`config.mk`:
```
export PLATFORM = sky130hd
export DESIGN_NAME = ram_reader_flat
export DESIGN_NICKNAME = d
export VERILOG_FILES = /design/src/rtl/ram_reader_if.sv /design/src/rtl/ram_reader.sv /design/src/flat_wrapper.sv
export SDC_FILE = /design/constraint.sdc
export NUM_CORES = 1
export LEC_CHECK = 0
export ABC_CLOCK_PERIOD_IN_PS = 2950
export CAP_MARGIN = 5
export CORE_MARGIN = 1
export CORE_UTILIZATION = 45
export DETAILED_ROUTE_END_ITERATION = 8
export GPL_ROUTABILITY_DRIVEN = 1
export PLACE_DENSITY = 0.76
export RECOVER_POWER = 25
export SLEW_MARGIN = 30
export SYNTH_ARGS = -nofsm -noshare
export SYNTH_HDL_FRONTEND = slang
export SYNTH_SLANG_ARGS = --single-unit
```
`constraint.sdc`:
```
create_clock -name clk_2 -period 2.95 [get_ports clk_2]
set_input_delay 0.295 -clock clk_2 [delete_from_list [all_inputs] [get_ports clk_2]]
set_output_delay 0.295 -clock clk_2 [all_outputs]
set_load 0.02 [all_outputs]
```
`src/rtl/ram_reader_if.sv`:
```
// Read-side bus of the sample RAM reader: RAM read port plus the valid/ready word output.
// A word transfers on a rising edge where rd_valid & rd_ready; rd_data is stable while rd_valid is high.
interface ram_reader_if #(
  parameter int DATA_W = 8,
  parameter int ADDR_W = 11
);
  logic              ram_rd_en;
  logic [ADDR_W-1:0] ram_rd_addr;
  logic [DATA_W-1:0] ram_rd_data;
  logic [DATA_W-1:0] rd_data;
  logic              rd_valid;
  logic              rd_ready;

  modport master (
    output ram_rd_en, ram_rd_addr, rd_data, rd_valid,
    input  ram_rd_data, rd_ready
  );

  modport slave (
    input  ram_rd_en, ram_rd_addr, rd_data, rd_valid,
    output ram_rd_data, rd_ready
  );
endinterface

```
`src/rtl/ram_reader.sv`:
```
// Read-side addresser for the 2048 x 8 sample RAM: walks the writer's descending address ring and streams words out.
// Optional sticky overflow flag (ports ovf/ovf_clr) is enabled by defining RAM_READER_OVF_EN.
module ram_reader #(
  parameter int              DATA_W     = 8,
  parameter int              ADDR_W     = 11,
  parameter logic [ADDR_W-1:0] START_ADDR = {ADDR_W{1'b1}}
) (
  input  logic            clk_2,
  input  logic            reset_n,
  input  logic            wr_ena,
  ram_reader_if.master    bus,
  output logic [ADDR_W:0] count,
  output logic [1:0]      fsm_state
`ifdef RAM_READER_OVF_EN
  ,
  output logic            ovf,
  input  logic            ovf_clr
`endif
);

  localparam logic [ADDR_W:0] DEPTH = {1'b1, {ADDR_W{1'b0}}};

  typedef enum logic [1:0] {
    IDLE  = 2'd0,
    FETCH = 2'd1,
    HOLD  = 2'd2
  } state_t;

  state_t              state;
  state_t              state_nxt;
  logic [ADDR_W-1:0]   rd_ptr;
  logic [DATA_W-1:0]   data_q;
  logic                full_wr;
  logic                avail;
  logic                issue;

  // A write while full overwrites the oldest unread word, so no fetch may target it this cycle.
  assign full_wr = (count == DEPTH) && wr_ena;
  assign avail   = (count != '0) && !full_wr;

  always_comb begin
    state_nxt = state;
    issue     = 1'b0;
    case (state)
      IDLE: begin
        if (avail) begin
          issue     = 1'b1;
          state_nxt = FETCH;
        end
      end
      FETCH: state_nxt = HOLD;
      HOLD: begin
        if (bus.rd_ready) begin
          if (avail) begin
            issue     = 1'b1;
            state_nxt = FETCH;
          end else begin
            state_nxt = IDLE;
          end
        end
      end
      default: state_nxt = IDLE;
    endcase
  end

  always_ff @(posedge clk_2 or negedge reset_n) begin
    if (!reset_n) begin
      state <= IDLE;
    end else begin
      state <= state_nxt;
    end
  end

  // The pointer also steps on an overflow write so it skips the word the writer just destroyed.
  always_ff @(posedge clk_2 or negedge reset_n) begin
    if (!reset_n) begin
      rd_ptr <= START_ADDR;
    end else if (issue || full_wr) begin
      rd_ptr <= (rd_ptr == '0) ? START_ADDR : rd_ptr - 1'b1;
    end
  end

  always_ff @(posedge clk_2 or negedge reset_n) begin
    if (!reset_n) begin
      count <= '0;
    end else begin
      case ({wr_ena, issue})
        2'b10:   if (count != DEPTH) count <= count + 1'b1;
        2'b01:   count <= count - 1'b1;
        default: count <= count;
      endcase
    end
  end

  always_ff @(posedge clk_2 or negedge reset_n) begin
    if (!reset_n) begin
      data_q <= '0;
    end else if (state == FETCH) begin
      data_q <= bus.ram_rd_data;
    end
  end

`ifdef RAM_READER_OVF_EN
  always_ff @(posedge clk_2 or negedge reset_n) begin
    if (!reset_n) begin
      ovf <= 1'b0;
    end else if (full_wr) begin
      ovf <= 1'b1;
    end else if (ovf_clr) begin
      ovf <= 1'b0;
    end
  end
`endif

  assign bus.ram_rd_en   = issue;
  assign bus.ram_rd_addr = rd_ptr;
  assign bus.rd_data     = data_q;
  assign bus.rd_valid    = (state == HOLD);
  assign fsm_state       = state;

endmodule

```
`src/flat_wrapper.sv`:
```
// flat-port wrapper written by rule: the top's interface ports become plain ports
module ram_reader_flat 
#(
  parameter int              DATA_W     = 8,
  parameter int              ADDR_W     = 11,
  parameter logic [ADDR_W-1:0] START_ADDR = {ADDR_W{1'b1}}
)
  (clk_2, reset_n, wr_ena, count, fsm_state, bus_ram_rd_en, bus_ram_rd_addr, bus_rd_data, bus_rd_valid, bus_ram_rd_data, bus_rd_ready);
  ram_reader_if #(.DATA_W(DATA_W), .ADDR_W(ADDR_W)) bus_i ();
  input  logic clk_2;
  input  logic reset_n;
  input  logic wr_ena;
  output logic [ADDR_W:0] count;
  output logic [1:0] fsm_state;
  output wire logic [$bits(bus_i.ram_rd_en)-1:0] bus_ram_rd_en;
  output wire logic [$bits(bus_i.ram_rd_addr)-1:0] bus_ram_rd_addr;
  output wire logic [$bits(bus_i.rd_data)-1:0] bus_rd_data;
  output wire logic [$bits(bus_i.rd_valid)-1:0] bus_rd_valid;
  input wire logic [$bits(bus_i.ram_rd_data)-1:0] bus_ram_rd_data;
  input wire logic [$bits(bus_i.rd_ready)-1:0] bus_rd_ready;
  assign bus_ram_rd_en = bus_i.ram_rd_en;
  assign bus_ram_rd_addr = bus_i.ram_rd_addr;
  assign bus_rd_data = bus_i.rd_data;
  assign bus_rd_valid = bus_i.rd_valid;
  assign bus_i.ram_rd_data = bus_ram_rd_data;
  assign bus_i.rd_ready = bus_rd_ready;
  ram_reader #(.DATA_W(DATA_W), .ADDR_W(ADDR_W), .START_ADDR(START_ADDR)) u_core (.clk_2(clk_2), .reset_n(reset_n), .wr_ena(wr_ena), .bus(bus_i), .count(count), .fsm_state(fsm_state));
endmodule
```
==> results.py <==
metrics = {
    "layout": {
        "layout_commonest_cell": "clkdlybuf4s50_1",
        "final_cell_mix": "45 x clkdlybuf4s50_1, 37 x buf_4, 21 x dfrtp_1",
        "nNetsFinal": 312,
        "stdcell_count": 341,
        "synthToLayoutAreaGrowth_pct": 44.79,
        "utilization_pct": 67.81,
        "drive_gt1_share_pct": 31.83,
        "diodes": 0,
    },
    "status": {
        "status": "finished with violations",
        "failed_checks": "capacitance limit, slew limit",
    },
    "sta": {
        "rsz0062_at_grt": "yes",
        "finalSetupTns_ns": 0,
        "relSlewSlack_pct": -16.73,
        "finClkSkew_ns": 0.01038,
        "period_needed_ns": 2.915,
        "slew_violations": 34,
        "fin_ws_ns": 0.03547,
        "fmax_ghz": 0.3431,
        "fin_crit_sh_pct": 98.80,
        "hold_viol_final": 0,
        "worst_slew_pin_slew_ns": 1.751,
        "setup_violations": 0,
    },
    "logic_synthesis": {
        "synth_top_area_share_pct": 26.81,
        "synth-edff-count": 0,
        "synth_nets": 224,
        "syn_area_um2": 2053,
        "synth_seq_cells": 33,
        "async_flop_share_pct": 100.0,
        "yosysWarnings": 0,
        "synth_cell_types": 52,
        "ys_seq_area_share_pct": 40.89,
        "synth.largest_area_cell": "dfrtp_1",
        "ys.flop_type": "dfrtp_1",
        "synth_area_leaders": "dfrtp_1 27%, dfstp_2 14%, ha_1 6.7%",
        "syn-instance-count": 200,
        "avgSynthCellArea_um2": 10.27,
    },
    "critical_path": {
        "required_ns": 3.13,
        "cp_max_fo": 5,
        "cp_cell_sequence": "nor4_4, nand3_2, o21a_4, buf_4, ha_4, and3_4, nand4_1, o211a_1, or3_1, a311o_1",
        "end_kind": "flop",
        "path_class": "flop to flop",
        "max_stage_delay_ns": 0.41,
        "critPathArrivalTime_ns": 3.10,
        "slowest_stage": "dfrtp_1",
        "setup.worst_path.start_class": "flop",
    },
    "floorplanning": {
        "core_um2": 4384,
        "ioPinCount": 47,
        "die_area_um2": 4837,
        "rows": 24,
        "start_util_pct": 46.83,
        "fp.dieH_um": 69.55,
        "die_width_um": 69.55,
    },
    "cts": {
        "cts_made_buffers": 5,
        "clkSinkCount": 33,
        "cts_htree_levels": 2,
        "cts_max_path_buffers": 2,
        "worst_skew_pair.late_latency_ns": 0.30,
        "clkSlewWorstSetupHoldPaths_ns": 0.07,
        "cts_tree": "yes",
        "holdBufCountCts": 0,
        "cts_root_buf": "clkbuf_8",
    },
    "routing": {
        "post_drt_wl_per_cell_um": 14.47,
        "route.detailed.drc": 0,
        "drtIter0Drc": 83,
        "vias": 1850,
        "routed_wl_um": 4934,
        "firstDrtPassIters": 4,
        "antenna_left": 0,
        "vias_per_cell": 5.425,
    },
    "run": {
        "cap_violations": 1,
    },
    "power": {
        "ir_worst_vdd_mv": 0.7680,
        "power.density_nw_per_um2": 1367,
        "p_leak_uw": 0.001288,
    },
    "global_routing": {
        "grt_antenna_before_repair": 0,
        "grt_max_degree": 34,
        "gr-total-overflow": 0,
        "grt_pass1_wl_um": 8362,
        "grt_use_total_pct": 22.01,
        "grt_pass1_vias": 1857,
    },
    "min_path": {
        "min-delay-path-class": "flop to flop",
    },
    "place": {
        "finalWeightedCongestion": 0.8894,
        "pre_cts_slack_ns": -0.1218,
        "hpwl_um": 3544,
        "io_buffer_count": 46,
        "post-place-cells": 326,
    },
}
==> report_power, final <==
group	switching, uW	leakage, uW	internal, uW
Clock	170	0.0000450	163
Combinational	1330	0.000874	1440
Sequential	228	0.000369	739
Total	1730	0.00129	2340
==> per-layer routing <==
metal | GRT usage [%] | wire length, um
met1 | 26.24 | 2056
met2 | 37.97 | 2499
met3 | 5.087 | 231
met4 | 9.297 | 147
met5 | 0 | 0
==> critical path: cells and delay by family (launching register included) <==
kind	cells	cell delay, ns
buffers and inverters	1	0.14
AO/OA/AOI/OAI	3	0.86
adder cells (fa/ha/maj)	1	0.26
flip-flops	1	0.41
AND/OR/NAND/NOR	5	1.13
==> flip-flops by register name, indices dropped and copies added (netlist names) <==
name	count
u_core.bus.ram_rd_addr	11
u_core.fsm_state	2
u_core.bus.rd_data	8
u_core.count	12
==> cells in the mapped netlist, drive strengths merged (2+ instances only) <==
| cell type | instances |
|---|---|
| nor4 | 3 |
| nor4b | 2 |
| nand3 | 7 |
| nand2b | 2 |
| nand4 | 3 |
| ha | 11 |
| dfrtp | 22 |
| mux2 | 11 |
| o21a | 4 |
| xor2 | 6 |
| and3 | 2 |
| nor3 | 5 |
| buf | 3 |
| mux2i | 3 |
| nand2 | 9 |
| xnor2 | 7 |
| a31oi | 3 |
| o21ai | 10 |
| nor2 | 23 |
| inv | 11 |
| or3 | 4 |
| nor2b | 4 |
| a21oi | 12 |
| a21o | 4 |
| dfstp | 11 |
| a31o | 2 |
==> worst paths after layout <==
check                                             startpoint                                end  slack [ns]  cells past startpoint
setup / recovery                 u_core.count[3]$_DFFE_PN0P_       u_core.count[11]$_DFFE_PN0P_        0.04                     10
hold reg to reg            u_core.bus.rd_data[4]$_DFFE_PN0N_  u_core.bus.rd_data[4]$_DFFE_PN0N_        0.51                      1
hold / removal             u_core.bus.rd_data[4]$_DFFE_PN0N_  u_core.bus.rd_data[4]$_DFFE_PN0N_        0.51                      1
max in group asynchronous                            reset_n        u_core.count[2]$_DFFE_PN0P_        0.82                      2
min in group asynchronous                            reset_n        u_core.count[2]$_DFFE_PN0P_        1.00                      2
setup reg to reg                 u_core.count[3]$_DFFE_PN0P_       u_core.count[11]$_DFFE_PN0P_        0.04                     10
==> layout make-up <==
cell class	instances	area [um2]
fill	361	1411
multi-input combinational	153	1201
sequential	33	840.8
timing repair buffer	84	742.0
clock buffer	6	72.57
tap	52	65.06
inverter	11	41.29
clock inverter	2	10.01
==> what timing repair did <==
item / CTS / global route
pin swaps: 0 / 5
gates cloned: 0 / 1
hold endpoints to repair: 0 / 0
endpoints found under the setup margin: 1 / 4
resized for setup: 1 / 9
setup buffers: 0 / 6
==> per-stage QoR <==
| stage | cell area (um2) | power, uW | hold WS, ns |
|---|---|---|---|
| final | 2973 | 4063 | 0.5058 |
| after global routing | 2973 | 4363 | 0.5209 |
| after CTS | 2887 | 3956 | 0.4245 |
| after detailed placement | 2795 | 3578 | 0.4918 |
| after global placement | 2795 | 3515 | 0.4851 |
| after floorplan | 2061 | 2552 | -0.0005911 |
==> logic make-up after synthesis <==
family	share of synthesized area, %
multiplexers	8.044
AND/OR/NAND/NOR	17.79
XOR/XNOR	5.911
flip-flops	40.89
adder cells (fa/ha/maj)	7.678
buffers and inverters	3.534
AO/OA/AOI/OAI	16.15
(Power assumes the default switching activity.)
